## src/rtl/i2c_pkg.sv

```systemverilog
// Shared I2C definitions: FSM state encodings, ACK/NACK levels, default target
// address and the decoded line-event bundle.
`timescale 1ns/1ps
package i2c_pkg;

  localparam logic [6:0] I2C_DEV_ADDR_DEFAULT = 7'h39;

  localparam logic ACK_BIT  = 1'b0;
  localparam logic NACK_BIT = 1'b1;

  localparam logic [3:0] ST_IDLE      = 4'd0;
  localparam logic [3:0] ST_ADDR      = 4'd1;
  localparam logic [3:0] ST_ADDR_ACK  = 4'd2;
  localparam logic [3:0] ST_REG       = 4'd3;
  localparam logic [3:0] ST_REG_ACK   = 4'd4;
  localparam logic [3:0] ST_WDATA     = 4'd5;
  localparam logic [3:0] ST_WDATA_ACK = 4'd6;
  localparam logic [3:0] ST_RDATA     = 4'd7;
  localparam logic [3:0] ST_RDATA_ACK = 4'd8;
  localparam logic [3:0] ST_WAIT      = 4'd9;

  // One-cycle events decoded from the synchronised bus lines
  typedef struct packed {
    logic scl_rise;
    logic scl_fall;
    logic start;
    logic stop;
    logic sda;
  } line_evt_t;

endpackage

```

## src/rtl/i2c_reg_target_if.sv

```systemverilog
// Raw I2C bus lines as seen by a target: clock and data inputs, open-drain
// pull-down enable back to the bus.
`timescale 1ns/1ps
interface i2c_reg_target_if;
  logic scl;
  logic sda_in;
  logic sda_oe;

  modport master (output scl, output sda_in, input sda_oe);
  modport slave  (input scl, input sda_in, output sda_oe);
endinterface

```

## src/rtl/i2c_line_sync.sv

```systemverilog
// Two-flop synchronisers on SCL/SDA plus SCL edge and START/STOP detection,
// all derived from the synchronised copies.
`timescale 1ns/1ps
module i2c_line_sync
  import i2c_pkg::*;
(
  input  logic                    clk_ref,
  input  logic                    reset,
  i2c_reg_target_if.slave         bus,
  output line_evt_t               evt_o
);

  logic [1:0] scl_ff_q;
  logic [1:0] sda_ff_q;
  logic       scl_prev_q;
  logic       sda_prev_q;
  logic       scl_s;
  logic       sda_s;

  // NOTE: sequential state uses non-blocking assignments so every flop samples
  // pre-edge values; blocking here would collapse the synchroniser chain.
  always_ff @(posedge clk_ref) begin
    if (reset) begin
      scl_ff_q   <= 2'b11;
      sda_ff_q   <= 2'b11;
      scl_prev_q <= 1'b1;
      sda_prev_q <= 1'b1;
    end else begin
      scl_ff_q   <= {scl_ff_q[0], bus.scl};
      sda_ff_q   <= {sda_ff_q[0], bus.sda_in};
      scl_prev_q <= scl_ff_q[1];
      sda_prev_q <= sda_ff_q[1];
    end
  end

  assign scl_s = scl_ff_q[1];
  assign sda_s = sda_ff_q[1];

  // START/STOP require SCL high across both samples so SCL edges never alias
  assign evt_o.scl_rise = scl_s & ~scl_prev_q;
  assign evt_o.scl_fall = ~scl_s & scl_prev_q;
  assign evt_o.start    = scl_s & scl_prev_q & sda_prev_q & ~sda_s;
  assign evt_o.stop     = scl_s & scl_prev_q & ~sda_prev_q & sda_s;
  assign evt_o.sda      = sda_s;

endmodule

```

## src/rtl/i2c_reg_target.sv

```systemverilog
// I2C register target: address match, register-pointer write, auto-incrementing
// byte writes to the host and byte reads from the host at the current pointer.
`timescale 1ns/1ps
module i2c_reg_target
  import i2c_pkg::*;
#(
  parameter logic [6:0] DEV_ADDR = I2C_DEV_ADDR_DEFAULT
) (
  input  logic       clk_ref,
  input  logic       reset,
  input  logic       scl,
  input  logic       sda_in,
  output logic       sda_oe,
  output logic       wr_valid,
  output logic [7:0] wr_reg,
  output logic [7:0] wr_data,
  output logic [7:0] rd_reg,
  input  logic [7:0] rd_data,
  output logic       rd_strobe,
  output logic       busy,
  output logic [3:0] state_out
);

  logic [3:0] state_q, state_d;
  logic [3:0] cnt_q, cnt_d;
  logic [6:0] shift_q, shift_d;
  logic [6:0] tx_q, tx_d;
  logic [7:0] ptr_q, ptr_d;
  logic       rw_q, rw_d;
  logic       sda_oe_q, sda_oe_d;
  logic       wr_valid_q, wr_valid_d;
  logic [7:0] wr_reg_q, wr_reg_d;
  logic [7:0] wr_data_q, wr_data_d;
  logic       rd_strobe_q, rd_strobe_d;
  logic       busy_q, busy_d;
  logic [7:0] byte_in;
  logic       load_rd;
  line_evt_t  evt;

  i2c_reg_target_if u_bus ();
  assign u_bus.scl    = scl;
  assign u_bus.sda_in = sda_in;
  assign u_bus.sda_oe = sda_oe_q;

  i2c_line_sync u_sync (
    .clk_ref (clk_ref),
    .reset   (reset),
    .bus     (u_bus),
    .evt_o   (evt)
  );

  assign byte_in = {shift_q, evt.sda};

  // NOTE: every variable gets its default before any branch, so no path can
  // leave one unassigned and infer a latch.
  always_comb begin
    state_d     = state_q;
    cnt_d       = cnt_q;
    shift_d     = shift_q;
    tx_d        = tx_q;
    ptr_d       = ptr_q;
    rw_d        = rw_q;
    sda_oe_d    = sda_oe_q;
    wr_valid_d  = 1'b0;
    wr_reg_d    = wr_reg_q;
    wr_data_d   = wr_data_q;
    rd_strobe_d = 1'b0;
    busy_d      = busy_q;
    load_rd     = 1'b0;

    if (evt.stop) begin
      state_d  = ST_IDLE;
      cnt_d    = '0;
      sda_oe_d = 1'b0;
      busy_d   = 1'b0;
    end else if (evt.start) begin
      state_d  = ST_ADDR;
      cnt_d    = '0;
      sda_oe_d = 1'b0;
      if (state_q == ST_WAIT) busy_d = 1'b0;
    end else begin
      case (state_q)
        ST_ADDR, ST_REG, ST_WDATA: begin
          if (evt.scl_rise) begin
            shift_d = byte_in[6:0];
            cnt_d   = cnt_q + 4'd1;
            if (cnt_q == 4'd7) begin
              cnt_d = '0;
              if (state_q == ST_ADDR) begin
                if (byte_in[7:1] == DEV_ADDR) begin
                  state_d = ST_ADDR_ACK;
                  rw_d    = byte_in[0];
                  busy_d  = 1'b1;
                end else begin
                  state_d = ST_WAIT;
                  busy_d  = 1'b0;
                end
              end else if (state_q == ST_REG) begin
                ptr_d   = byte_in;
                state_d = ST_REG_ACK;
              end else begin
                wr_valid_d = 1'b1;
                wr_reg_d   = ptr_q;
                wr_data_d  = byte_in;
                ptr_d      = ptr_q + 8'd1;
                state_d    = ST_WDATA_ACK;
              end
            end
          end
        end

        // First fall after the byte drives ACK; the next fall ends the ACK slot
        ST_ADDR_ACK, ST_REG_ACK, ST_WDATA_ACK: begin
          if (evt.scl_fall) begin
            if (!sda_oe_q) begin
              sda_oe_d = ~ACK_BIT;
            end else begin
              sda_oe_d = 1'b0;
              if (state_q == ST_ADDR_ACK && rw_q) load_rd = 1'b1;
              else if (state_q == ST_ADDR_ACK)    state_d = ST_REG;
              else                                state_d = ST_WDATA;
            end
          end
        end

        ST_RDATA: begin
          if (evt.scl_rise) begin
            cnt_d = cnt_q + 4'd1;
          end else if (evt.scl_fall) begin
            if (cnt_q == 4'd8) begin
              sda_oe_d = 1'b0;
              cnt_d    = '0;
              state_d  = ST_RDATA_ACK;
            end else if (cnt_q != 4'd0) begin
              sda_oe_d = ~tx_q[6];
              tx_d     = {tx_q[5:0], 1'b0};
            end
          end
        end

        // Pointer advances past every byte sent; only an ACK asks for another
        ST_RDATA_ACK: begin
          if (evt.scl_rise) begin
            ptr_d = ptr_q + 8'd1;
            if (evt.sda == ACK_BIT) cnt_d = 4'd1;
            else                    state_d = ST_WAIT;
          end else if (evt.scl_fall && cnt_q == 4'd1) begin
            load_rd = 1'b1;
          end
        end

        default: ;
      endcase
    end

    if (load_rd) begin
      tx_d        = rd_data[6:0];
      sda_oe_d    = ~rd_data[7];
      rd_strobe_d = 1'b1;
      cnt_d       = '0;
      state_d     = ST_RDATA;
    end
  end

  always_ff @(posedge clk_ref) begin
    if (reset) begin
      state_q     <= ST_IDLE;
      cnt_q       <= '0;
      shift_q     <= '0;
      tx_q        <= '0;
      ptr_q       <= '0;
      rw_q        <= 1'b0;
      sda_oe_q    <= 1'b0;
      wr_valid_q  <= 1'b0;
      wr_reg_q    <= '0;
      wr_data_q   <= '0;
      rd_strobe_q <= 1'b0;
      busy_q      <= 1'b0;
    end else begin
      state_q     <= state_d;
      cnt_q       <= cnt_d;
      shift_q     <= shift_d;
      tx_q        <= tx_d;
      ptr_q       <= ptr_d;
      rw_q        <= rw_d;
      sda_oe_q    <= sda_oe_d;
      wr_valid_q  <= wr_valid_d;
      wr_reg_q    <= wr_reg_d;
      wr_data_q   <= wr_data_d;
      rd_strobe_q <= rd_strobe_d;
      busy_q      <= busy_d;
    end
  end

  assign sda_oe    = u_bus.sda_oe;
  assign wr_valid  = wr_valid_q;
  assign wr_reg    = wr_reg_q;
  assign wr_data   = wr_data_q;
  assign rd_reg    = ptr_q;
  assign rd_strobe = rd_strobe_q;
  assign busy      = busy_q;
  assign state_out = state_q;

endmodule

```

## config.mk

```make
export PLATFORM = sky130hd
export DESIGN_NAME = i2c_reg_target
export DESIGN_NICKNAME = d
export VERILOG_FILES = /design/src/rtl/i2c_pkg.sv /design/src/rtl/i2c_reg_target_if.sv /design/src/rtl/i2c_line_sync.sv /design/src/rtl/i2c_reg_target.sv
export SDC_FILE = /design/constraint.sdc
export NUM_CORES = 1
export LEC_CHECK = 0
export ABC_CLOCK_PERIOD_IN_PS = 2800
export CAP_MARGIN = 5
export CORE_ASPECT_RATIO = 1.25
export CORE_MARGIN = 10
export CORE_UTILIZATION = 40
export DETAILED_ROUTE_END_ITERATION = 12
export DONT_BUFFER_PORTS = 1
export SLEW_MARGIN = 10
export SYNTH_ARGS = -nofsm -noshare
export SYNTH_HDL_FRONTEND = slang
export SYNTH_SLANG_ARGS = --single-unit
```

## constraint.sdc

```tcl
create_clock -name clk_ref -period 2.8 [get_ports clk_ref]
set_input_delay 0.28 -clock clk_ref [delete_from_list [all_inputs] [get_ports clk_ref]]
set_output_delay 0.28 -clock clk_ref [all_outputs]
set_load 0.02 [all_outputs]
```

# After elaboration in Yosys (flattened, before gate mapping)
# Cells that the tools add are included.
dict set report classes {
  bitwise_logic 20
  reduce_logical 30
  n_mux 67
  n_eq_ne 43
  add_sub_neg 2
}
# cell n
set ops {}
lappend ops {{2-to-1 mux 4 bit} 19}
lappend ops {{2-to-1 mux 7 bit} 8}
lappend ops {{!= test 5 bit, second input constant} 9}
lappend ops {{2-to-1 mux 8 bit} 5}
lappend ops {{!= test 2 bit, second input constant} 15}
lappend ops {{AND reduction 7 bit} 4}
lappend ops {{2-to-1 mux 1 bit} 25}
lappend ops {{AND reduction 11 bit} 2}
lappend ops {{== test 4 x 3 -> 1 bit, second input constant} 5}
lappend ops {{case mux 4 bit (4 select lines)} 1}
lappend ops {{case mux 8 bit (2 select lines)} 1}
lappend ops {{nonzero test 2 bit} 8}
lappend ops {{NOT 1 bit} 13}
lappend ops {{== test 4 bit, second input constant} 3}
lappend ops {{2-to-1 mux 3 bit} 4}
lappend ops {{case mux 4 bit (3 select lines)} 1}
lappend ops {{AND reduction 5 bit} 2}
lappend ops {{adder 8 x 1 -> 8 bit, second input constant} 1}
lappend ops {{== test 4 x 1 -> 1 bit, second input constant} 2}
lappend ops {{== test 4 x 2 -> 1 bit, second input constant} 2}
lappend ops {{nonzero test 4 bit} 2}
lappend ops {{bitwise AND 1 bit} 7}
lappend ops {{== test 7 x 6 -> 1 bit, second input constant} 1}
lappend ops {{nonzero test 7 bit} 1}
lappend ops {{other kinds (16)} 21}
dict set report word_totals {
  out_inout_bits 32
  ff_bits 57
  wordCells 179
  in_bits 12
}

# Depth between registers and ports, before layout
dict set report logic_depth {
  ltp_word 10
  ltp_mapped 8
  depth_no_buf 7
}

# Worst setup path before layout
# OpenSTA, ideal clock, no wires.
dict set report synth_path {
  kind {reg-to-reg}
  start {reg state_q[3] (netlist: state_out[3])}
  end {reg state_q[2] (netlist: state_out[2])}
  t_required_ns 2.677
  setup_ns 0.123
  slack_ns 0.783
  path_stages_with_launch 6
  path_buffers 0
  arrival_time_ns 1.893
  path_cell_list {dfxtp_1 -> or4b_4 -> o311a_1 -> nor4b_4 -> o21ai_2 -> mux2_1}
}
dict set report synth_between {
  elab_chain_len 10
  elab_cells_between_ends 40
}
# element line_no
set synth_rtl {}
lappend synth_rtl {{from (decl)} i2c_reg_target.sv:24} ;# logic [3:0] state_q, state_d;
lappend synth_rtl {{from (signal assigned)} i2c_reg_target.sv:180} ;# state_q <= state_d;
lappend synth_rtl {{== test 4 x 2 -> 1 bit} {i2c_reg_target.sv:82, i2c_reg_target.sv:119, i2c_reg_target.sv:120}}
lappend synth_rtl {{logical AND 1 bit} i2c_reg_target.sv:119} ;# if (state_q == ST_ADDR_ACK && rw_q) load_rd = 1'b1;
lappend synth_rtl {{2-to-1 mux 1 bit} i2c_reg_target.sv:119}
lappend synth_rtl {{2-to-1 mux 1 bit} i2c_reg_target.sv:115} ;# if (!sda_oe_q) begin
lappend synth_rtl {{2-to-1 mux 1 bit} i2c_reg_target.sv:114} ;# if (evt.scl_fall) begin
lappend synth_rtl {{case mux 1 bit (2 select lines)} i2c_reg_target.sv:82} ;# case (state_q)
lappend synth_rtl {{2-to-1 mux 1 bit} i2c_reg_target.sv:76} ;# end else if (evt.start) begin
lappend synth_rtl {{2-to-1 mux 1 bit} i2c_reg_target.sv:71} ;# if (evt.stop) begin
lappend synth_rtl {{!= test 5 x 4 -> 1 bit (no line), or another cell as far along} n/a}
lappend synth_rtl {{AND reduction 11 bit (no line)} n/a}
# Parallel ways exist; a longest one is shown, timed or not. The select of a mux whose other input is x is not followed.
# A chain may end at the register's enable or synchronous reset.

# Final worst setup path
dict set report layout_path {
  start {reg state_q[3] (netlist: state_out[3])}
  end {reg ptr_q[0] (netlist: rd_reg[0])}
}
dict set report layout_between {
  elab_chain_len 6
  elab_cells_between_ends 16
}
# element line_no
set layout_rtl {}
lappend layout_rtl {{== test 4 x 2 -> 1 bit} {i2c_reg_target.sv:82, i2c_reg_target.sv:98}}
lappend layout_rtl {{2-to-1 mux 8 bit} i2c_reg_target.sv:98} ;# end else if (state_q == ST_REG) begin
lappend layout_rtl {{2-to-1 mux 8 bit} i2c_reg_target.sv:89} ;# if (state_q == ST_ADDR) begin
lappend layout_rtl {{2-to-1 mux 8 bit} i2c_reg_target.sv:87} ;# if (cnt_q == 4'd7) begin
lappend layout_rtl {{2-to-1 mux 8 bit} i2c_reg_target.sv:84} ;# if (evt.scl_rise) begin
lappend layout_rtl {{case mux 8 bit (2 select lines)} i2c_reg_target.sv:82}
lappend layout_rtl {{to (signal assigned)} i2c_reg_target.sv:184} ;# ptr_q <= ptr_d;
lappend layout_rtl {{to (decl)} i2c_reg_target.sv:28} ;# logic [7:0] ptr_q, ptr_d;
# Parallel ways exist; a longest one is shown, timed or not. The select of a mux whose other input is x is not followed.

==> flow_summary.toml <==
[floorplan]
ioPinCount = 44
die_h_um = 117
die_x_um = 97.6
core_area_sq_um = 7360
start_util_pct = 40.9
num_rows = 35
dieArea_sq_um = 11400

[outcome]
status = "finished clean"

[routing]
ant_nets = 0
routed_wl_um = 8350
firstDrtPassIters = 5
routedWlPerCell_um = 18.0
first_iter_violations = 275
drcViolationCount = 0
viasPerCell = 5.76
vias = 2673

[synthesis]
avgSynthCellArea_sq_um = 8.30
postSynth.asyncResetShare_pct = 0
synth_nets = 382
synth_compound_area_share_pct = 19.1
ys_ff_latch = 57
netlist_area_sq_um = 3010
synthXorXnorAreaFrac_pct = 0.582
yosysSeqAreaShare_pct = 37.9
synth_mux_area_share_pct = 4.74
synth_flop_cell = "dfxtp_1"
synth_adder_area_share_pct = 2.91
synth_top_family_by_area = "simple AND/OR/NAND/NOR gates"
synthTopCellsByArea = "dfxtp_1 (38%), a21oi_1 (7.6%), nand2_1 (5.4%), mux2i_1 (4.0%), ha_1 (2.9%)"
synth_cell_type_count = 67
yosys_warnings = 0
synth_top_area_cell = "dfxtp_1"
synth.top_cell.area_share_pct = 37.9
synth_cells = 363
synth-edff-count = 0
yosys.area_share.simple_pct = 30.0

[global_routing]
grt_pass1_vias = 2453
antenna_found_initial = 0
grt_pass1_wl_um = 13000
grt_max_degree = 31
track_usage_pct = 14.1
grt_overflow = 0

[sta]
finalSetupViolCount = 0
period_share_pct = 90.7
setup_tns_ns = 0
timing.slew.headroom_pct = 27.3
clock-skew-final_ns = 0.00514
finalHoldViolations = 0
final.min_clock_period_ns = 2.54
final-max-slew-violation-count = 0
max_clock_freq_ghz = 0.394
worstMarginPinSlew_ns = 1.09
rsz0062_at_grt = "no"

[final_layout]
final_common_cell = "dfxtp_1"
drive_above_1_share_pct = 11.3
antennaDiodeCount = 0
finalNetCount = 386
design_area_sq_um = 3380
area_delta_synth_final_pct = 12.3
final_cell_mix = "dfxtp_1 (57), a21oi_1 (46), nand2_1 (43)"
fill_cells = 753
final_util_pct = 46.0

[job]
max_cap_viol_count = 0

[worst_hold_path]
hp-class = "input port to flip-flop"

[clocking]
cts_made_buffers = 9
cts_sinks = 57
post-cts-setup-buffer-count = 0
cts_max_path_buffers = 2
root_buffer = "clkbuf_8"
clkLatencyLatePin_ns = 0.34
path_clk_slew_ns = 0.06
ctsResizeCount = 0
cts_tree = "done"
cts_max_level = 3

[critical_path]
cpMaxStageDelayCell = "dfxtp_1"
worstPathRequired_ns = 3.07
critPathMaxStageDelay_ns = 0.77
cp_top_family = "simple AND/OR/NAND/NOR gates"
cp.arrival_ns = 2.81
startpoint_type = "flip-flop"
path_cells = "or3b_1 -> a21oi_1 -> o211ai_1 -> or3_1 -> a31oi_1"
endpoint_kind = "flip-flop"
critPathMaxFanout = 25
cp_num_buf_inv = 0
path_class = "flip-flop to flip-flop"

[place]
dp_hpwl_um = 5470
globalplace.congestion = 0.898
place_area_sq_um = 3110
port_buffers = 0

[pwr]
power_density_nw_per_um2 = 723
peakVddDrop_mv = 0.428
power.static_leakage_nw = 1.20
-- Yosys cell counts (7+ instances only) --
| cell | instances |
|---|---|
| a21oi_1 | 46 |
| buf_2 | 10 |
| clkbuf_1 | 12 |
| dfxtp_1 | 57 |
| ha_1 | 7 |
| inv_1 | 9 |
| mux2i_1 | 12 |
| nand2_1 | 43 |
| nand2b_1 | 9 |
| nand3_1 | 9 |
| nor2_1 | 20 |
| nor3_1 | 9 |
| or2_2 | 7 |
-- cell type report --
class / count / area (sq um) / share of cell area, %
Timing Repair Buffer: 18 / 153 / 4.51
Sequential cell: 57 / 1140 / 33.7
Tap cell: 92 / 115 / 3.40
Inverter: 9 / 33.8 / 0.999
Clock inverter: 2 / 35.0 / 1.04
Multi-Input combinational cell: 272 / 1730 / 51.2
Clock buffer: 14 / 173 / 5.10
-- power by group --
| group | total (mW) | internal [mW] | switching (mW) |
|---|---|---|---|
| Sequential | 0.967 | 0.846 | 0.121 |
| Clock | 0.808 | 0.483 | 0.324 |
| Combinational | 0.673 | 0.309 | 0.364 |
-- worst paths after layout --
kind | startpoint | to | slack (ns) | cells past startpoint
max | state_out[3]$_SDFFE_PP0P_ | rd_reg[0]$_SDFFE_PP0P_ | 0.26 | 5
min | reset | rd_reg[0]$_SDFFE_PP0P_ | 0.02 | 1
max reg2reg | state_out[3]$_SDFFE_PP0P_ | rd_reg[0]$_SDFFE_PP0P_ | 0.26 | 5
min reg2reg | u_sync.scl_ff_q[0]$_SDFF_PP1_ | u_sync.scl_ff_q[1]$_SDFF_PP1_ | 0.41 | 1
-- cells by family after synthesis --
kind of cell,Yosys count
adder cells (fa/ha/maj),7
AO/OA/AOI/OAI,92
buffers and inverters,34
multiplexers,14
flip-flops,57
XOR/XNOR,2
AND/OR/NAND/NOR,157
-- timing repair --
action                                 CTS  global route
endpoints found under the hold margin   10             0
hold buffers                             7             0
setup endpoints to repair                0             0
-- metrics by stage --
step / hold slack [ns] / setup WS (ns) / total power, mW / cells
after global placement: 0.355 / 0.391 / 1.63 / 441
after floorplan: 0.384 / 0.783 / 1.47 / 363
after CTS: 0.00121 / 0.290 / 2.46 / 464
final: 0.0198 / 0.261 / 2.45 / 464
after global routing: 0.000381 / 0.0840 / 2.58 / 464
after detailed placement: 0.358 / 0.318 / 1.63 / 441
-- per-layer routing --
metal	part of all wire (%)	wire length [um]	global-route usage, %
met5	0	0	0
met4	2.6	214	5.83
met3	6.3	528	4.93
met2	49	4110	23.6
met1	42	3500	16.0
No activity file was read; power rests on OpenSTA's default activity.
